## config.mk

```make
export PLATFORM = sky130hd
export DESIGN_NAME = uart_rx_deser
export DESIGN_NICKNAME = d
export VERILOG_FILES = /design/src/rtl/uart_rx_deser_pkg.sv /design/src/rtl/uart_baud_tick.sv /design/src/rtl/uart_rx_deser.sv
export SDC_FILE = /design/constraint.sdc
export NUM_CORES = 1
export LEC_CHECK = 0
export CORE_MARGIN = 2
export CORE_UTILIZATION = 40
export DETAILED_ROUTE_END_ITERATION = 12
export PLACE_DENSITY = 0.63
export REMOVE_ABC_BUFFERS = 1
export SLEW_MARGIN = 40
export SYNTH_ARGS = -nofsm -noshare
export SYNTH_HDL_FRONTEND = slang
export SYNTH_SLANG_ARGS = --single-unit
```

## constraint.sdc

```tcl
create_clock -name clk -period 6.2 [get_ports clk]
set_input_delay 1.24 -clock clk [delete_from_list [all_inputs] [get_ports clk]]
set_output_delay 1.24 -clock clk [all_outputs]
set_load 0.05 [all_outputs]
```

## src/rtl/uart_rx_deser_pkg.sv

```systemverilog
// Shared UART receive definitions: FSM states, oversampling constants and the
// majority-vote helper used at the middle of each bit.
package uart_rx_deser_pkg;

    typedef enum logic [2:0] {
        ST_IDLE   = 3'd0,
        ST_START  = 3'd1,
        ST_DATA   = 3'd2,
        ST_PARITY = 3'd3,
        ST_STOP   = 3'd4
    } rx_state_e;

    localparam int OVERSAMPLE = 16;
    localparam int OS_W       = $clog2(OVERSAMPLE);

    // Oversample ticks that carry the three votes, and the last tick of a bit
    localparam logic [OS_W-1:0] VOTE_LO  = OS_W'(7);
    localparam logic [OS_W-1:0] VOTE_MID = OS_W'(8);
    localparam logic [OS_W-1:0] VOTE_HI  = OS_W'(9);
    localparam logic [OS_W-1:0] BIT_END  = OS_W'(15);

    function automatic logic maj3(input logic a, input logic b, input logic c);
        return (a & b) | (a & c) | (b & c);
    endfunction

endpackage

```

## src/rtl/uart_baud_tick.sv

```systemverilog
// Oversample tick generator: one-cycle tick every div_i+1 clocks. A clear
// restarts the count so ticks can be phase-aligned to a line edge.
module uart_baud_tick #(
    parameter int DIV_WIDTH = 16
) (
    input  logic                 clk,
    input  logic                 rstn,
    input  logic                 clear_i,
    input  logic [DIV_WIDTH-1:0] div_i,
    output logic                 tick_o
);

    logic [DIV_WIDTH-1:0] div_cnt_q;
    logic [DIV_WIDTH-1:0] div_cnt_d;

    assign tick_o = (div_cnt_q == div_i);

    always_comb begin
        if (clear_i || tick_o) div_cnt_d = '0;
        else                   div_cnt_d = div_cnt_q + 1'b1;
    end

    always_ff @(posedge clk or negedge rstn) begin
        if (!rstn) div_cnt_q <= '0;
        else       div_cnt_q <= div_cnt_d;
    end

endmodule

```

## src/rtl/uart_rx_deser.sv

```systemverilog
// UART receive deserializer: synchronizes and 16x-oversamples rx_in, checks
// start/parity/stop and emits a single push strobe or error pulse per frame.
module uart_rx_deser
    import uart_rx_deser_pkg::*;
#(
    parameter int DATA_BITS = 8,
    parameter int DIV_WIDTH = 16
) (
    input  logic                 clk,
    input  logic                 rstn,
    input  logic                 rx_in,
    input  logic [DIV_WIDTH-1:0] baud_div,
    input  logic                 parity_en,
    input  logic                 parity_odd,
    input  logic                 fifo_full,
    output logic                 fifo_wr_en,
    output logic [DATA_BITS-1:0] fifo_wr_data,
    output logic                 frame_err,
    output logic                 parity_err,
    output logic                 overrun_err,
    output logic                 rx_busy
);

    localparam int BIT_W = $clog2(DATA_BITS);
    localparam logic [BIT_W-1:0] LAST_BIT = BIT_W'(DATA_BITS - 1);

    logic                 rx_meta_q, rx_s_q;
    rx_state_e            state_q, state_d;
    logic [OS_W-1:0]      os_cnt_q, os_cnt_d;
    logic [BIT_W-1:0]     bit_cnt_q, bit_cnt_d;
    logic [DATA_BITS-1:0] shreg_q, shreg_d;
    logic                 v_lo_q, v_lo_d, v_mid_q, v_mid_d;
    logic                 par_bit_q, par_bit_d;
    logic                 armed_q, armed_d;
    logic [DIV_WIDTH-1:0] div_q, div_d;
    logic                 par_en_q, par_en_d, par_odd_q, par_odd_d;
    logic                 wr_en_q, wr_en_d;
    logic [DATA_BITS-1:0] wr_data_q, wr_data_d;
    logic                 frame_err_q, frame_err_d;
    logic                 parity_err_q, parity_err_d;
    logic                 overrun_err_q, overrun_err_d;
    logic                 busy_q;
    logic                 tick, tick_clr, vote, parity_ok;

    // NOTE: sequential state uses non-blocking (<=) so every flop samples pre-edge values.
    always_ff @(posedge clk or negedge rstn) begin
        if (!rstn) begin
            rx_meta_q <= 1'b1;
            rx_s_q    <= 1'b1;
        end else begin
            rx_meta_q <= rx_in;
            rx_s_q    <= rx_meta_q;
        end
    end

    uart_baud_tick #(.DIV_WIDTH(DIV_WIDTH)) u_baud_tick (
        .clk     (clk),
        .rstn    (rstn),
        .clear_i (tick_clr),
        .div_i   (div_q),
        .tick_o  (tick)
    );

    assign vote      = maj3(v_lo_q, v_mid_q, rx_s_q);
    assign parity_ok = (((^shreg_q) ^ par_odd_q) == par_bit_q);

    always_comb begin
        // NOTE: every signal gets a default first, so no path can infer a latch.
        state_d       = state_q;
        os_cnt_d      = os_cnt_q;
        bit_cnt_d     = bit_cnt_q;
        shreg_d       = shreg_q;
        v_lo_d        = v_lo_q;
        v_mid_d       = v_mid_q;
        par_bit_d     = par_bit_q;
        armed_d       = armed_q;
        div_d         = div_q;
        par_en_d      = par_en_q;
        par_odd_d     = par_odd_q;
        tick_clr      = 1'b0;
        wr_en_d       = 1'b0;
        wr_data_d     = wr_data_q;
        frame_err_d   = 1'b0;
        parity_err_d  = 1'b0;
        overrun_err_d = 1'b0;

        if (state_q != ST_IDLE && tick) begin
            os_cnt_d = os_cnt_q + 1'b1;
            if (os_cnt_q == VOTE_LO)  v_lo_d  = rx_s_q;
            if (os_cnt_q == VOTE_MID) v_mid_d = rx_s_q;
        end

        case (state_q)
            ST_IDLE: begin
                // A line that has stayed low since the last frame must go high before re-arming
                if (!armed_q) begin
                    armed_d = rx_s_q;
                end else if (!rx_s_q) begin
                    state_d   = ST_START;
                    armed_d   = 1'b0;
                    tick_clr  = 1'b1;
                    os_cnt_d  = '0;
                    bit_cnt_d = '0;
                    div_d     = baud_div;
                    par_en_d  = parity_en;
                    par_odd_d = parity_odd;
                end
            end
            ST_START: if (tick) begin
                if (os_cnt_q == VOTE_HI && vote) state_d = ST_IDLE;
                else if (os_cnt_q == BIT_END)    state_d = ST_DATA;
            end
            ST_DATA: if (tick) begin
                if (os_cnt_q == VOTE_HI) shreg_d = {vote, shreg_q[DATA_BITS-1:1]};
                if (os_cnt_q == BIT_END) begin
                    if (bit_cnt_q == LAST_BIT) begin
                        bit_cnt_d = '0;
                        state_d   = par_en_q ? ST_PARITY : ST_STOP;
                    end else begin
                        bit_cnt_d = bit_cnt_q + 1'b1;
                    end
                end
            end
            ST_PARITY: if (tick) begin
                if (os_cnt_q == VOTE_HI) par_bit_d = vote;
                if (os_cnt_q == BIT_END) state_d   = ST_STOP;
            end
            ST_STOP: if (tick && os_cnt_q == VOTE_HI) begin
                // Leave mid stop bit so the next start edge is caught with half a bit of margin
                state_d = ST_IDLE;
                if (!vote)                         frame_err_d   = 1'b1;
                else if (par_en_q && !parity_ok)   parity_err_d  = 1'b1;
                else if (fifo_full)                overrun_err_d = 1'b1;
                else begin
                    wr_en_d   = 1'b1;
                    wr_data_d = shreg_q;
                end
            end
            default: state_d = ST_IDLE;
        endcase
    end

    always_ff @(posedge clk or negedge rstn) begin
        if (!rstn) begin
            state_q       <= ST_IDLE;
            os_cnt_q      <= '0;
            bit_cnt_q     <= '0;
            shreg_q       <= '0;
            v_lo_q        <= 1'b1;
            v_mid_q       <= 1'b1;
            par_bit_q     <= 1'b0;
            armed_q       <= 1'b0;
            div_q         <= '0;
            par_en_q      <= 1'b0;
            par_odd_q     <= 1'b0;
            wr_en_q       <= 1'b0;
            wr_data_q     <= '0;
            frame_err_q   <= 1'b0;
            parity_err_q  <= 1'b0;
            overrun_err_q <= 1'b0;
            busy_q        <= 1'b0;
        end else begin
            state_q       <= state_d;
            os_cnt_q      <= os_cnt_d;
            bit_cnt_q     <= bit_cnt_d;
            shreg_q       <= shreg_d;
            v_lo_q        <= v_lo_d;
            v_mid_q       <= v_mid_d;
            par_bit_q     <= par_bit_d;
            armed_q       <= armed_d;
            div_q         <= div_d;
            par_en_q      <= par_en_d;
            par_odd_q     <= par_odd_d;
            wr_en_q       <= wr_en_d;
            wr_data_q     <= wr_data_d;
            frame_err_q   <= frame_err_d;
            parity_err_q  <= parity_err_d;
            overrun_err_q <= overrun_err_d;
            busy_q        <= (state_d != ST_IDLE);
        end
    end

    assign fifo_wr_en   = wr_en_q;
    assign fifo_wr_data = wr_data_q;
    assign frame_err    = frame_err_q;
    assign parity_err   = parity_err_q;
    assign overrun_err  = overrun_err_q;
    assign rx_busy      = busy_q;

endmodule
```

==> reports/results.txt <==
CP required - 6420 ps
Proportion of layout cells with a drive suffix above 1 - 13.9%
Worst-margin pin slew - 660 ps
Final worst-path cycle share - 44.5%
RSZ-0062 raised after global routing - false
Max-slew violations - 0
Post-CTS sizing - 0
Root Buffer - clkbuf_8
Number of diodes - 0
R2R cell count - 6
Avg Vias per Cell - 4.90
Syn Inst Count - 310
Final Hold Fails - 0
Largest net degree at the start of global routing - 72
Post-synthesis cell area - 3310 um2
Fmax - 0.363 GHz
Worst Setup EP - fifo_wr_data[1]
Clock Skew - 8.51 ps
R2R Setup Slk - 3440 ps
Worst hold path type - reg2reg
GRT Overall Usage - 15.1%
DRC Markers - 0
CTS buffer count - 9
Max_cap viols - 0
Clock Path Buffers - 2
1st-iter DRT viols - 53
Crit-path max FO - 13
Fin worst setup slack - 3440 ps
DR vias - 2245
Hold Path Depth - 0
TNS Setup - 0 ps
Seq/Total Area, Yosys - 53.9%
Die W - 94.9 um
RR Startpoint - u_baud_tick.div_cnt_q[7]
Crit path from - u_baud_tick.div_cnt_q[7]
Crit path kind - reg2reg
Total power draw - 0.00122 W
P_leak - 1.84 nW
Non-Filler Instances - 458
RR Endpoint - fifo_wr_data[1]
Initial Util - 40.8%
DP HPWL - 4.21 mm
Num ports - 35
Setup WS pre-CTS - 3060 ps
#FFs+latches synth - 71
Num rows - 33
YS warnings - 0
Worst vdd ir - 138 uV
Post-synthesis cell type count - 36
Placed cell areas - 3750 um2
Setup Fix Bufs, Post-CTS - 0
Setup-failing EPs final - 0
Number of synthesized flops with an enable pin - 0
P per Cell Area - 310 nW/um2
Most used DFF post-synth - dfrtp_1
Wirelength per Cell - 13.4 um
Die area - 9010 um2
Drt total wl - 6.15 mm
Critical Path Sink Type - register
Worst-Skew Late Latency - 340 ps
Global-route wire length before repair - 10.4 mm
Critical Path AT - 2970 ps
Clk slew on worst S/H paths - 70 ps
Router iterations before antenna repair - 4
Gr ovfl total - 0
Die Y - 94.9 um
CORE AREA - 8090 um2
Vias in the first global route - 2235
Buffers on Ports - 34
Relative slew slack - 56.0%
H-tree depth - 3
Area Overhead vs Synth - 18.9%
Status - finished, final reports clean
Final ANT Viol Nets - 0
Clock Sinks - 71
Final Net Count - 376
Gpl congestion - 0.790
Initial antenna violation count - 0
Syn Area/Cell - 10.7 um2
Tmin final - 2760 ps
Worst setup SP type - register
Fin area - 3930 um2
Hold buffer count at cts - 0
Placed Cells - 441
Synth async-reset ratio - 100%
TritonCTS clock tree - done
routing by layer:
layer	part of all wire [%]	global-route usage, %	wire length (um)	vias to the layer above
met5	0	0	0	-
met4	0.47	4.35	29	0
met3	3.0	4.39	187	2
met2	49	24.7	2990	29
met1	48	19.4	2940	1102
li1	-	-	-	1112
state kept, by name, summed over array words and instances, names as in the netlist, 3 cells and up:
signal	cells
state_q	3
bit_cnt_q	3
os_cnt_q	4
div_q	16
shreg_q	8
fifo_wr_data	8
u_baud_tick.div_cnt_q	16
power by group:
group / switching, W / internal (W)
logic: 0.000132 / 0.000120
clock network: 0.000164 / 0.000166
registers: 0.0000838 / 0.000552
total: 0.000380 / 0.000838
cells in the final DEF (no fill, tap or decap), types with 2 or more instances in the layout:
| cell | count |
|---|---|
| a21oi_1 | 4 |
| a22o_1 | 2 |
| a32o_1 | 2 |
| and3_1 | 4 |
| buf_4 | 2 |
| clkbuf_1 | 2 |
| clkbuf_8 | 11 |
| clkdlybuf4s50_1 | 33 |
| clkinv_2 | 2 |
| dfrtp_1 | 67 |
| dfstp_2 | 4 |
| ha_1 | 6 |
| inv_1 | 4 |
| mux2_2 | 21 |
| nand2_1 | 66 |
| nand2b_1 | 2 |
| nand3_1 | 13 |
| nand3b_1 | 4 |
| nor2_1 | 26 |
| nor3_1 | 7 |
| nor4_1 | 4 |
| o21ai_0 | 8 |
| or2_2 | 3 |
| or3_1 | 3 |
| xnor2_1 | 13 |
| xor2_1 | 24 |
cells by family (layout without fill, tap and decap cells):
kind of cell / after synthesis / in the layout / synth area share, %
fa+ha+maj: 7 / 7 / 2.57
buf+inv: 14 / 57 / 1.82
xor+xnor: 38 / 38 / 10.5
compound gates: 20 / 20 / 4.50
flops: 71 / 71 / 53.9
mux: 22 / 22 / 7.46
simple gates: 138 / 138 / 19.3
through the flow:
stage | utilization (%) | hold slack [ps]
2_1_floorplan | - | 345
3_3_place_gp | 46.2 | 346
3_5_place_dp | 46.3 | 348
4_1_cts | 48.5 | 358
5_1_grt | 48.6 | 364
6_report | 48.6 | 357
Yosys cell counts (6+ instances only):
cell      instances  area (um2)
mux2_2           21         236
nor3_1            7        35.0
nand3_1          13        65.1
clkbuf_1          9        33.8
o21ai_0           8        40.0
xor2_1           24         210
dfrtp_1          67        1680
nand2_1          66         248
nor2_1           26        97.6
xnor2_1          13         114
ha_1              6        75.1
layout make-up:
cell class | count | area (um2)
Clock buffer | 13 | 159
Clock inverter | 3 | 17.5
Fill cell | 788 | 4160
Inverter | 4 | 15.0
Multi-Input combinational cell | 225 | 1470
Sequential cell | 71 | 1780
Tap cell | 105 | 131
Timing Repair Buffer | 37 | 362
worst max-delay path, cell delays in order, from the launching register on:
cell,delay (ps)
dfrtp_1,440
xor2_1,160
nor4_1,320
nand4_1,370
buf_4,320
a2111oi_4,610
mux2_2,400
worst min path at each step:
stage                         start      to  slack (ps)
after global routing      rx_meta_q  rx_s_q         360
after detailed placement  rx_meta_q  rx_s_q         350
after CTS                 rx_meta_q  rx_s_q         360
after global placement    rx_meta_q  rx_s_q         350
final                     rx_meta_q  rx_s_q         360
after floorplan           rx_meta_q  rx_s_q         350
Power figures use the tool's default switching activity.
